## src/rtl/alu_datapath.sv

```systemverilog
// alu_datapath: 8-bit ALU datapath (add/sub, Booth multiply, non-restoring divide) driven by a one-hot control word
module alu_datapath #(
  parameter int WIDTH = 8
) (
  input  logic             clk,
  input  logic             rst,
  input  logic [12:0]      c,
  input  logic [WIDTH-1:0] x_in,
  input  logic [WIDTH-1:0] y_in,
  output logic             q_0,
  output logic             q_min1,
  output logic             sign,
  output logic             cnt7,
  output logic [WIDTH-1:0] out_bus,
  output logic             out_valid,
  output logic             ovf
);
  localparam int CW = WIDTH > 2 ? $clog2(WIDTH) : 1;
  typedef enum logic [1:0] {M_ADDSUB, M_MUL, M_DIV} mode_t;
  mode_t r_mode, w_mode;
  logic [WIDTH:0] r_a, r_m, w_a, w_m, w_sum;
  logic [WIDTH-1:0] r_q, w_q, r_out;
  logic [CW-1:0] r_cnt, w_cnt, w_cnt_inc;
  logic r_qm1, w_qm1, r_valid, r_ovf, w_last, w_c8_sh, w_init;
  assign w_last = r_cnt == CW'(WIDTH - 1);
  assign w_c8_sh = c[8] & ~w_last;
  assign w_init = |c[2:0];
  assign w_sum = c[5] ? r_a - r_m : r_a + r_m;
  assign w_cnt_inc = w_last ? '0 : r_cnt + 1'b1;
  assign q_0 = r_q[0];
  assign q_min1 = r_qm1;
  assign sign = r_a[WIDTH];
  assign cnt7 = w_last;
  assign out_bus = r_out;
  assign out_valid = r_valid;
  assign ovf = r_ovf;
  always_comb begin
    w_a = r_a;
    w_q = r_q;
    w_qm1 = r_qm1;
    w_m = r_m;
    w_mode = r_mode;
    w_cnt = r_cnt;
    if (c[0]) begin
      w_a = {x_in[WIDTH-1], x_in};
      w_m = {y_in[WIDTH-1], y_in};
      w_q = '0;
      w_qm1 = 1'b0;
      w_cnt = '0;
      w_mode = M_ADDSUB;
    end else if (c[1]) begin
      w_a = '0;
      w_q = x_in;
      w_qm1 = 1'b0;
      w_m = {y_in[WIDTH-1], y_in};
      w_cnt = '0;
      w_mode = M_MUL;
    end else if (c[2]) begin
      w_a = '0;
      w_q = x_in;
      w_m = {1'b0, y_in};
      w_cnt = '0;
      w_mode = M_DIV;
    end else begin
      if (c[3]) begin
        if (r_mode == M_DIV) {w_a, w_q} = {r_a[WIDTH-1:0], r_q, 1'b0};
      end else if (c[4]) begin
        w_a = w_sum;
      end else if (c[6]) begin
        w_q[0] = ~r_a[WIDTH];
      end else if (c[7]) begin
        w_a = {r_a[WIDTH], r_a[WIDTH:1]};
        w_q = {r_a[0], r_q[WIDTH-1:1]};
        w_qm1 = r_q[0];
      end else if (w_c8_sh) begin
        {w_a, w_q} = {r_a[WIDTH-1:0], r_q, 1'b0};
      end else if (c[10]) begin
        w_a = r_a + r_m;
      end
      w_cnt = c[3] ? '0 : (c[8] | c[9]) ? w_cnt_inc : r_cnt;
    end
  end
  always_ff @(posedge clk) begin
    if (rst) begin
      r_a <= '0;
      r_m <= '0;
      r_q <= '0;
      r_qm1 <= 1'b0;
      r_cnt <= '0;
      r_mode <= M_ADDSUB;
    end else begin
      r_a <= w_a;
      r_m <= w_m;
      r_q <= w_q;
      r_qm1 <= w_qm1;
      r_cnt <= w_cnt;
      r_mode <= w_mode;
    end
  end
  always_ff @(posedge clk) begin
    if (rst) begin
      r_out <= '0;
      r_valid <= 1'b0;
      r_ovf <= 1'b0;
    end else begin
      r_valid <= ~w_init & (c[11] | c[12]);
      if (!w_init && c[12]) begin
        r_out <= r_a[WIDTH-1:0];
      end else if (!w_init && c[11]) begin
        r_out <= r_mode == M_ADDSUB ? r_a[WIDTH-1:0] : r_q;
        r_ovf <= r_mode == M_ADDSUB && (r_a[WIDTH] ^ r_a[WIDTH-1]);
      end
    end
  end
endmodule

```

## config.mk

```make
export PLATFORM = sky130hd
export DESIGN_NAME = alu_datapath
export DESIGN_NICKNAME = d
export VERILOG_FILES = /design/src/rtl/alu_datapath.sv
export SDC_FILE = /design/constraint.sdc
export NUM_CORES = 1
export LEC_CHECK = 0
export BUFFER_PORTS_ARGS = -buffer_cell sky130_fd_sc_hd__buf_2
export CORE_MARGIN = 1.5
export CORE_UTILIZATION = 25
export DETAILED_ROUTE_END_ITERATION = 16
export PLACE_DENSITY_LB_ADDON = 0.12
export SYNTH_ARGS = -nofsm -noshare
export SYNTH_HDL_FRONTEND = slang
export SYNTH_SLANG_ARGS = --single-unit
```

## constraint.sdc

```tcl
create_clock -name clk -period 6.7 [get_ports clk]
set_clock_uncertainty 0.1 [all_clocks]
set_input_delay 1.005 -clock clk [delete_from_list [all_inputs] [get_ports clk]]
set_output_delay 1.005 -clock clk [all_outputs]
set_load 0.03 [all_outputs]
```

==> results.md <==
- Worst Reg-to-Reg Cells: 8
- Share of flip-flops with an asynchronous set or reset: 0%
- Crit Path Class: input pin to flip-flop
- Max-cap violations: 0
- Total Routing Usage GR: between 10% and 20%
- N_diodes: 0
- Worst Setup Start Kind: input pin
- Hold WC Path Type: flip-flop to flip-flop
- Min Tclk post-route: approximately 3600 ps
- FP Rows: 40
- Initial core utilization: 25.98%
- RSZ-0062 raised after global routing: false
- Die H: approximately 120 um
- Mapped Cells: 400
- Critical path arrival: about 3600 ps
- Final TNS setup: 0 ps
- Largest net degree at the start of global routing: 22
- Synth Area per Inst: slightly below 8 um2
- Global-route wire length before repair: 16510 um
- Peak supply drop: a little over 0.00008 V
- Total congestion overflow: 0
- Vias/cell: ~5.1
- Final core utilization: 30.07%
- CORE AREA: 12210 um2
- Final Hold Vio Count: 0
- Seq/Total Area, Yosys: between 20% and 30%
- Post-route DRC: 0
- R2R Setup Slk: just under 4000 ps
- Slowest-stage cell, CP: nor2_2
- Hold depth: 2
- Hold Startpoint: out_bus[5]
- Fillers: roughly 1400
- Longest Clk Path Bufs: 2
- Root buffer cell: clkbuf_16
- WL/cell: between 15 and 20 um
- Critical path startpoint: c[2]
- Mapped Nets: roughly 450
- Die area: approximately 13000 um2
- Clock Latency Late Sink: between 200 and 300 ps
- Top cell type by total area after synthesis: dfxtp_1
- Share of cells above drive strength 1: between 10% and 20%
- Ys Warns: 0
- Synthesized cell area: about 3200 um2
- Placer Congestion: approximately 0.85
- Post-synth top area share: a little over a quarter
- Detailed Route WL: roughly 10000 um
- Post-synth cell types: between 70 and 80
- Final Max Slew Viols: 0
- Critical Path Stages: 7
- Cts bufs inserted: 5
- CP Max Fanout: 21
- Actual slew at the worst max-slew pin: approximately 1000 ps
- ANT nets after route: 0
- Pwr/cell area: a little under 200 nW/um2
- Critical path buffer and inverter count: 1
- Via Count: slightly above 3000
- Slew HR: about a third
- Final worst slack: slightly above 3000 ps
- Multi-input gate area: 2153 um2
- I/O Buffers: 44
- Setup-failing EPs final: 0
- Starting DRT DRC Count: slightly below 200
- Total setup buffers inserted after CTS: 0
- Commonest non-fill, non-tap cell in the layout: nand2_1
- RR Startpoint: r_cnt[0]
- Num Clock Sinks: 42
- Area growth, synth to finish: 15.73%
- Initial antenna violation count: 0
- Setup crit end kind: flip-flop
- Static leakage: between 0.001 and 0.0015 uW
- Ports: 45
- Dpl hpwl: 7793 um
- Tcrit/Tclk final: 53.52%
- Setup WS pre-CTS: roughly 2800 ps
- Nets@finish: slightly below 500
- Status: finished, final reports clean
- Area contributors post-synth: dfxtp_1, ha_1, mux2i_1, a21oi_1, nand2_1
- Hold Buf Count CTS: 0
- Largest delay contributor family on the critical path: simple AND/OR/NAND/NOR gates
- Worst-path clk slew: 60 ps
- Critical-path cell list: buf_2, or2_1, nor2_2, o21ai_1, mux2_2, a21oi_1, a211oi_2
- First-pass DRT Iterations: 4
- Post-route insts no fill: ~600
- Post-synth EDFFs: 0
- Achievable frequency: 0.2789 GHz
- Gates resized, CTS repair: 0
- Slowest Stage Delay on Critical Path: ~850 ps
- Die X: ~120 um
- Synth Flop Type: dfxtp_1
- Most frequent cells in the layout: nand2_1, buf_2, dfxtp_1, a21oi_1, nor2_1
- Vias in the first global route: around 3000
- Cells after DPL: between 500 and 600
- Synth Register Bits: 42
- Required time worst endpoint: 6760 ps
- CTS tree: built
- H-Tree Depth: 2
- Sequential cell area: approximately 840 um2
==> final timing paths <==
check / to
setup / recovery: r_a[5]
hold / removal: out_bus[5]
setup reg to reg: r_a[5]
hold reg to reg: out_bus[5]
==> per-stage QoR <==
step / instance area, um2 / hold slack (ps) / power (uW)
after detailed placement: 3507 / 338.6 / 446.1
after global placement: 3507 / 332.4 / 447.2
after CTS: 3672 / 354.5 / 733.1
after global routing: 3672 / 385.4 / 763.9
final: 3672 / 349.8 / 724.0
after floorplan: 3173 / 335.6 / 396.5
==> synth_stat cells (3+ instances only) <==
master	n
xnor2_1	5
o22ai_1	5
nand2b_1	8
a21o_1	3
inv_1	22
ha_1	18
nor3_1	8
nor2b_1	3
o2111ai_1	3
o31ai_1	3
o221ai_1	4
nand2_1	50
nor4b_1	3
mux2i_1	21
buf_2	5
o21ai_0	28
o21a_1	3
dfxtp_1	42
or2_2	4
xor2_1	3
nor2_1	38
a21oi_1	39
clkbuf_1	9
a32o_1	3
==> flip-flops by register name (all words and copies together) (netlist names) <==
register	flops
r_mode	2
r_a	9
r_q	8
out_valid	1
r_m	9
out_bus	8
q_min1	1
ovf	1
r_cnt	3
==> layer usage <==
| layer | up-vias | wire length [um] | track usage [%] |
|---|---|---|---|
| li1 | 1529 | - | - |
| met1 | 1433 | 4886 | 21.51 |
| met2 | 72 | 4807 | 26.59 |
| met3 | 7 | 395 | 2.824 |
| met4 | 0 | 131 | 5.203 |
| met5 | - | 0 | 0 |
==> where the power goes <==
group / leakage, uW / internal [uW] / switching [uW]
registers: 0.000344 / 260 / 16.0
clock network: 0.0000836 / 175 / 108
logic: 0.00107 / 66.7 / 98.8
==> worst min-delay path, delay by kind of cell, from the launching register on <==
kind	cells	cell delay [ps]
DFF	1	320
AOI/OAI and AO/OA	1	50
and+or+nand+nor	1	40
==> cells by family (layout without fill, tap and decap cells) <==
family / after synthesis / count (layout) / synth area share [%]
buf+inv: 40 / 74 / 5.638
simple gates: 138 / 138 / 21.33
fa+ha+maj: 20 / 20 / 8.360
xor+xnor: 8 / 8 / 2.208
compound gates: 129 / 129 / 28.63
flops: 42 / 42 / 26.50
mux: 23 / 23 / 7.334
==> layout make-up <==
type	count	area share (%)
Clock buffer	5	3.407
Tap cell	168	5.724
Timing Repair Buffer	44	5.997
Sequential cell	42	22.90
Multi-Input combinational cell	318	58.64
Inverter	22	2.249
Clock inverter	3	1.090
Note: power is estimated with default switching activity, not from simulation.
